File: config.mk
export PLATFORM = sky130hd
export DESIGN_NAME = clk_div_ctrl
export DESIGN_NICKNAME = d
export VERILOG_FILES = /design/src/rtl/clk_div_ctrl.sv
export SDC_FILE = /design/constraint.sdc
export NUM_CORES = 1
export LEC_CHECK = 0
export CAP_MARGIN = 20
export CORE_MARGIN = 3
export CORE_UTILIZATION = 50
export CTS_BUF_LIST = sky130_fd_sc_hd__clkbuf_2 sky130_fd_sc_hd__clkbuf_4 sky130_fd_sc_hd__clkbuf_8
export DETAILED_ROUTE_END_ITERATION = 10
export GPL_ROUTABILITY_DRIVEN = 0
export HOLD_SLACK_MARGIN = 0.12
export PLACE_DENSITY = 0.76
export SYNTH_ARGS = -nofsm -noshare
export SYNTH_HDL_FRONTEND = slang
export SYNTH_SLANG_ARGS = --single-unit
File: constraint.sdc
create_clock -name clk -period 8.8 [get_ports clk]
set_input_delay 0.88 -clock clk [delete_from_list [all_inputs] [get_ports clk]]
set_output_delay 0.88 -clock clk [all_outputs]
set_load 0.02 [all_outputs]
File: src/rtl/clk_div_ctrl.sv
// clk_div_ctrl: run-time controller for a programmable clock divider.
// It applies ratio changes and stop requests only at output-period boundaries.
module clk_div_ctrl #(
  parameter int CNT_W       = 8,
  parameter int DEFAULT_DIV = 2
) (
  input  logic             clk,
  input  logic             reset,
  input  logic             en,
  input  logic             cfg_valid,
  input  logic [CNT_W-1:0] cfg_div,
  output logic             cfg_ready,
  output logic             cfg_err,
  output logic             clk_out,
  output logic             tick,
  output logic             busy,
  output logic [CNT_W-1:0] div_active
);
  typedef enum logic [1:0] {IDLE, RUN, PEND} state_t;
  state_t state_q, state_d;
  logic [CNT_W-1:0] cnt_q, cnt_d, div_q, div_d, pend_q, pend_d;
  logic clk_out_q, clk_out_d, tick_q, tick_d, err_q, err_d;
  logic accept, legal, last, take, run_d;
  assign cfg_ready  = state_q != PEND;
  assign accept     = cfg_valid && cfg_ready;
  assign legal      = cfg_div >= CNT_W'(2);
  assign take       = accept && legal;
  assign last       = cnt_q == div_q - 1'b1;
  assign cfg_err    = err_q;
  assign clk_out    = clk_out_q;
  assign tick       = tick_q;
  assign busy       = state_q != IDLE;
  assign div_active = div_q;
  always_comb begin
    state_d = state_q;
    cnt_d   = cnt_q;
    div_d   = div_q;
    pend_d  = pend_q;
    err_d   = accept && !legal;
    if (state_q == IDLE) begin
      div_d   = take ? cfg_div : div_q;
      state_d = en ? RUN : IDLE;
      cnt_d   = '0;
    end else if (!last) begin
      cnt_d = cnt_q + 1'b1;
      if (state_q == RUN && take) begin
        state_d = PEND;
        pend_d  = cfg_div;
      end
    end else begin
      // A ratio accepted on the boundary cycle waits one full old period,
      // unless the output is stopping, in which case it lands directly.
      cnt_d   = '0;
      state_d = !en ? IDLE : (state_q == RUN && take) ? PEND : RUN;
      if (state_q == PEND) div_d = pend_q;
      else if (take && !en) div_d = cfg_div;
      pend_d = (state_q == RUN && take && en) ? cfg_div : pend_q;
    end
    run_d     = state_d != IDLE;
    clk_out_d = run_d && (cnt_d < (div_d >> 1));
    tick_d    = run_d && (cnt_d == '0);
  end
  always_ff @(posedge clk or negedge reset) begin
    if (!reset) begin
      state_q   <= IDLE;
      cnt_q     <= '0;
      div_q     <= CNT_W'(DEFAULT_DIV);
      pend_q    <= '0;
      clk_out_q <= 1'b0;
      tick_q    <= 1'b0;
      err_q     <= 1'b0;
    end else begin
      state_q   <= state_d;
      cnt_q     <= cnt_d;
      div_q     <= div_d;
      pend_q    <= pend_d;
      clk_out_q <= clk_out_d;
      tick_q    <= tick_d;
      err_q     <= err_d;
    end
  end
endmodule
==> metrics.txt <==
Avg Inst Size Synth=8.758 um^2; TritonCTS clock tree=done; Least-Margin Pin Slew=1.019 ns; Primary FF master, synth=sky130_fd_sc_hd__dfrtp_1; chip height=69.06 um; number of buffers on the longest clock path=2; area of the die=0.004769 mm^2; internal power component=471.7 uW; setup repair after global routing missed its margin=false; total power per unit cell area=358.4 mW/mm^2; CTS Hold Buffers Added=0; Die W=69.06 um; remaining routing DRC violations=0; ratio of cells with drive above 1 in the final layout=9.163%; initial antenna violation count=0; Arrival @ worst endpoint=4.65 ns; sequential-to-total area share from yosys stat=36.56%; DPL Wire Length=3661 um; area of the multi-input gates=0.001169 mm^2; CTS Root Buffer Type=sky130_fd_sc_hd__clkbuf_8; Non-Filler Instances=299; number of cells produced by synthesis=227; Crit. Startpoint=div_active[0]; number of global-route vias before repair=1716; std cell rows=22; effective utilization at floorplan=53.11%; n_diodes=0; Inserted Clock Buffers=5; synthesis-to-layout area growth=18.57%; worst-case vdd ir drop=0.1922 mV; number of H-tree branching levels=2; most common cell after layout, fill and taps aside=sky130_fd_sc_hd__dfrtp_1; Layout Nets=270; count of flip-flops with a built-in enable after synthesis=0; Synth Cell Area=0.001988 mm^2; largest fanout of any net on the critical path=16; average detailed-routed wire length per instance=16.27 um; syn_nets=247; setup slack on the worst flop-to-flop path=4.34 ns; Worst Skew=0.01029 ns; hold path endpoint=pend_q[5]; Netlist cell types=49; destination of the worst register-to-register timing path=clk_out; highest attainable clock frequency=224.3 MHz; Skew-Pair Late Insertion Delay=0.29 ns; top cells by area, synth=sky130_fd_sc_hd__dfrtp_1 (35%), sky130_fd_sc_hd__mux2_2 (5.1%), sky130_fd_sc_hd__nor2_1 (5.1%), sky130_fd_sc_hd__ha_1 (5.0%), sky130_fd_sc_hd__a21oi_1 (4.5%); Clock Pin Slew Worst Setup and Hold Paths=0.07 ns; count of buffers from port buffering=24; final core occ=62.97%; first-iteration detailed-routing DRC count=152; Setup violations, final=0; via total after detailed routing=1792; Crit Path Class=flop to flop; worst path required time=9.00 ns; worst-case headroom to the max-slew limit=32.07%; leakage power total=0.0009871 uW; Gates resized, CTS repair=0; top-area cell type share of the netlist area=35.24%; number of synthesized register bits=29; sequential fraction of design power=32.6%; worst min-delay path category=flop to flop; switching share of power=44.17%; Detail Route Antenna Nets=0; largest area contributor in the netlist=sky130_fd_sc_hd__dfrtp_1; mean number of vias per cell=5.993; wire length of the first global-routing pass=8252 um; total of warnings raised by yosys=0; CP endpoint kind=flop; first-pass iteration count of the detailed router=5; # Max-Cap Violations=0; relative contribution of the clock network to total power=14.5%; largest net degree at the start of global routing=30; Placeable Area=0.003744 mm^2; startpoint of the lowest-slack register-to-register path=div_active[0]; most frequent cells in the layout=sky130_fd_sc_hd__dfrtp_1 (28), sky130_fd_sc_hd__nor2_1 (27), sky130_fd_sc_hd__clkdlybuf4s50_1 (24); final hold violations=0; share of synthesized registers carrying an async set or reset=100.0%; placed cells=291; final cycle utilization of the critical path=50.66%; depth of the worst register-to-register path=16; max-slew violation count=0; final-layout setup total negative slack=0 ns; switching power=373.2 uW; power share of the combinational group=52.8%; final routed wirelength across all metal layers=4864 um; I/O Pins=25; fillers=343; GRT Residual Overflow=0; hold path startpoint=pend_q[5]; post-CTS setup buffer count=0; number of sinks handled by clock tree synthesis=29; startpoint kind of the worst setup timing path=flop; time the worst path needs with I/O delays and setup=4.458 ns; sequential cell area in the final layout=726.9 um^2; result of the run=completed; Total GRT Usage=21.38%; Hold Path Depth=1
## cell families after synthesis
family | share of synthesized area, %
multiplexers | 6.105
buffers and inverters | 4.657
adder cells (fa/ha/maj) | 5.035
XOR/XNOR | 6.608
AND/OR/NAND/NOR | 20.52
flip-flops | 36.56
AO/OA/AOI/OAI | 20.52
## per-layer routing
layer	global-route usage (%)	share of wire [%]	up-vias	wire length, um
met1	31.16	48	840	2337
met4	5.857	1.0	0	51
met5	0	0	-	0
met3	4.810	6.4	5	312
met2	31.78	44	69	2163
li1	-	-	878	-
## how the worst max path moves through the flow
stage               to  slack (ns)  cells after the start
3_5_place_dp   clk_out        4.37                     16
2_1_floorplan  clk_out        5.25                     14
6_report       clk_out        4.34                     16
5_1_grt        clk_out        3.91                     13
3_3_place_gp   clk_out        4.60                     16
4_1_cts        clk_out        4.39                     16
## flip-flops by register name (all words and copies together) (netlist names)
name	cells
cnt_q	8
div_active	8
pend_q	8
state_q	2
cfg_err	1
clk_out	1
tick	1
## power by group through the flow
| stage | logic (uW) | clock network (uW) | registers [uW] |
|---|---|---|---|
| 4_1_cts | 444 | 122 | 275 |
| 5_1_grt | 498 | 131 | 286 |
| 2_1_floorplan | 326 | 0 | 259 |
| 3_5_place_dp | 442 | 0 | 276 |
| 6_report | 447 | 123 | 276 |
| 3_3_place_gp | 433 | 0 | 275 |
## cells in the mapped netlist, types with 2 or more instances
master and number:
sky130_fd_sc_hd__a2111oi_0 2, sky130_fd_sc_hd__nor2_1 27, sky130_fd_sc_hd__nand2_1 12, sky130_fd_sc_hd__nor3_1 9, sky130_fd_sc_hd__mux2i_1 2, sky130_fd_sc_hd__nand4_1 4
sky130_fd_sc_hd__ha_1 8, sky130_fd_sc_hd__nor2b_1 2, sky130_fd_sc_hd__buf_2 2, sky130_fd_sc_hd__a21o_1 4, sky130_fd_sc_hd__or3_1 5, sky130_fd_sc_hd__o21a_1 2
sky130_fd_sc_hd__nand3_1 4, sky130_fd_sc_hd__xor2_1 9, sky130_fd_sc_hd__nand2b_1 5, sky130_fd_sc_hd__inv_1 14, sky130_fd_sc_hd__nor4_1 3, sky130_fd_sc_hd__a21oi_1 18
sky130_fd_sc_hd__xnor2_1 6, sky130_fd_sc_hd__o21ai_0 10, sky130_fd_sc_hd__clkbuf_1 6, sky130_fd_sc_hd__o211ai_1 2, sky130_fd_sc_hd__mux2_2 9, sky130_fd_sc_hd__a31oi_1 4
sky130_fd_sc_hd__dfrtp_1 28, sky130_fd_sc_hd__and3_1 3, sky130_fd_sc_hd__o221a_2 2, sky130_fd_sc_hd__a211o_1 3, sky130_fd_sc_hd__nand3b_1 2
## stage by stage
| step | hold slack (ns) | total power [uW] | setup WS [ns] | cell area [um^2] |
|---|---|---|---|---|
| 3_5_place_dp | 0.4933 | 718.0 | 4.372 | 2256 |
| 6_report | 0.5039 | 845.0 | 4.342 | 2357 |
| 4_1_cts | 0.5082 | 840.7 | 4.388 | 2357 |
| 3_3_place_gp | 0.4881 | 707.3 | 4.604 | 2256 |
| 2_1_floorplan | 0.4794 | 584.5 | 5.249 | 1988 |
| 5_1_grt | 0.5298 | 915.0 | 3.910 | 2357 |
## cell type report
| cell class | count | share of cell area, % |
|---|---|---|
| Multi-Input combinational cell | 175 | 49.58 |
| Sequential cell | 29 | 30.84 |
| Timing Repair Buffer | 25 | 10.51 |
| Clock buffer | 7 | 4.087 |
| Tap cell | 48 | 2.548 |
| Inverter | 14 | 2.229 |
| Clock inverter | 1 | 0.2123 |
## worst max-delay path: stages (launching register included)
cell,delay [ns]
sky130_fd_sc_hd__dfrtp_1,0.43
sky130_fd_sc_hd__inv_1,0.11
sky130_fd_sc_hd__ha_1,0.17
sky130_fd_sc_hd__or3b_1,0.40
sky130_fd_sc_hd__nor4_1,0.20
sky130_fd_sc_hd__o2111ai_1,0.15
sky130_fd_sc_hd__a311oi_2,0.88
sky130_fd_sc_hd__nand2b_1,0.49
sky130_fd_sc_hd__a21oi_1,0.15
sky130_fd_sc_hd__or3_1,0.39
sky130_fd_sc_hd__ha_1,0.27
sky130_fd_sc_hd__o21ai_0,0.07
sky130_fd_sc_hd__nand2b_1,0.07
sky130_fd_sc_hd__a21oi_1,0.16
sky130_fd_sc_hd__nor2_1,0.07
sky130_fd_sc_hd__a21o_1,0.17
sky130_fd_sc_hd__a211oi_1,0.20
Note: power is estimated with default switching activity, not from simulation.
==> variant: new RTL, same flow settings <==
The parameter `CNT_W` goes from 8 to 10.
--- a/src/rtl/clk_div_ctrl.sv
+++ b/src/rtl/clk_div_ctrl.sv
@@ -2,5 +2,5 @@
 // It applies ratio changes and stop requests only at output-period boundaries.
 module clk_div_ctrl #(
-  parameter int CNT_W       = 8,
+  parameter int CNT_W       = 10,
   parameter int DEFAULT_DIV = 2
 ) (
Ports: changed (resized cfg_div and div_active); port bits go from 25 to 29. No check against the original RTL was run, so the function may have changed too.
==> variant against the original RTL <==
Final area grew 21%. Clock skew down 0.0020 ns. Setup slack better by 0.012 ns. Sequential share of layout area decreased by 0.17 points. Sequential cell count up 6. Synthesized area increased by 24%. Power grew 11%. Wire length rose by 17%. Critical path type unchanged.
==> variant: results (changes against the original RTL) <==
* Critical path arrival at 4.64 ns (about the same)
* Post-synthesis sequential area ratio at 35.60% (-0.96 points)
* Layout cell share with drive strength beyond 1 at 14.49% (+5.3 points)
* Worst vdd ir at 203.7 uV (+6.0%)
* GR Util All Layers at 20.49% (-0.89 points)
* Final WL at 5.712 mm (+17%)
* Worst-path maximum fanout at 15 (-1)
* DR pass1 iterations at 5 (unchanged)
* Synth area leaders: dfrtp_1 35%, ha_1 5.1%, mux2_2 5.0%
* Antenna Cells at 0 (unchanged)
* Crit-path slowest cell: dfrtp_1
* Reg area at 877.1 um2 (+21%)
* Placed inst area at 0.002756 mm2 (+22%)
* Detailed-route via count at 2,044 (+14%)
* Pin count of the biggest net entering global routing at 36 (+20%)
* Final net count at 306 (+13%)
* Status: finished, final reports clean
* Cell variety after synth at 63 (+29%)
* Initial drt markers at 95 (-38%)
* Leakage power at 1.175 nW (+19%)
* CP peak stage delay at 0.60 ns (-0.28 ns)
* Synth cell count leaders: 34 x dfrtp_1, 22 x nor2_1, 19 x nand2_1
* Skew final at 0.008285 ns (-0.002006 ns)
* First-pass GRT wire length at 9.542 mm (+16%)
* Clk sinks at 35 (+21%)
* Vias in the first global route at 1,946 (+13%)
* Syn nets at 287 (+16%)
* Worst Max-Slew Pin Slew at 0.7738 ns (-0.2451 ns)
* # fillers at 400 (+17%)
* Clock Latency Late Sink at 0.29 ns (about the same)
[variant: changes by cell type in the layout (fill, tap and decap cells not counted), sizes merged, moves of 6 or more]
cell   before  now
a21oi      18    9
nand2      12   21
dfrtp      28   34
nand3       4   10
or2         0    6
[variant: where the power goes]
part	internal, W	switching [W]
clock network	0.0000745	0.0000563
logic	0.000224	0.000228
registers	0.000228	0.000128
total	0.000526	0.000411
[variant: cell type report]
type                       instances  share of cell area (%)
multi-input combinational        202                   51.62
sequential                        35                   30.66
timing repair buffer              29                   10.06
clock buffer                       8                   3.631
tap                               65                   2.843
inverter                           9                   1.181
[variant: worst reg2reg max path, delay by kind of cell (launching register included)]
| kind | cells | cell delay (ns) |
|---|---|---|
| simple gates | 6 | 1.40 |
| compound gates | 7 | 1.62 |
| buf+inv | 1 | 0.13 |
| flops | 1 | 0.60 |
| fa+ha+maj | 2 | 0.62 |
[variant: worst paths after layout]
check                              startpoint             to  slack (ns)  depth (start not counted)
worst max register to register  div_active[0]        clk_out        4.35                         16
worst min register to register      pend_q[0]      pend_q[0]        0.51                          1
worst max-delay path            div_active[0]        clk_out        4.35                         16
min in group asynchronous               reset  div_active[4]        1.00                          2
max in group asynchronous               reset  div_active[1]        7.47                          2
worst min-delay path                pend_q[0]      pend_q[0]        0.51                          1
[variant: per-stage QoR]
stage / cells / setup slack (ns) / hold slack [ns] / power (W)
2_1_floorplan: 263 / 4.953 / 0.4705 / 0.0006583
3_3_place_gp: 340 / 4.230 / 0.4948 / 0.0007952
3_5_place_dp: 340 / 4.118 / 0.4974 / 0.0008071
4_1_cts: 348 / 4.342 / 0.5140 / 0.0009417
5_1_grt: 348 / 4.027 / 0.5273 / 0.001014
6_report: 348 / 4.354 / 0.5147 / 0.0009379
[variant: kinds of logic after synthesis]
logic type | synth area share, %
DFF | 35.60
xor gates and xnor gates | 6.399
and+or+nand+nor | 21.38
adders and majority gates | 5.079
AOI/OAI and AO/OA | 20.42
buffers and inverters | 4.469
muxes | 6.653
[variant: layer usage]
metal	part of all wire (%)	track usage, %	wire, um
met1	49	28.35	2803
met2	46	32.09	2610
met3	3.8	4.374	216
met4	1.4	6.522	81
met5	0	0	0
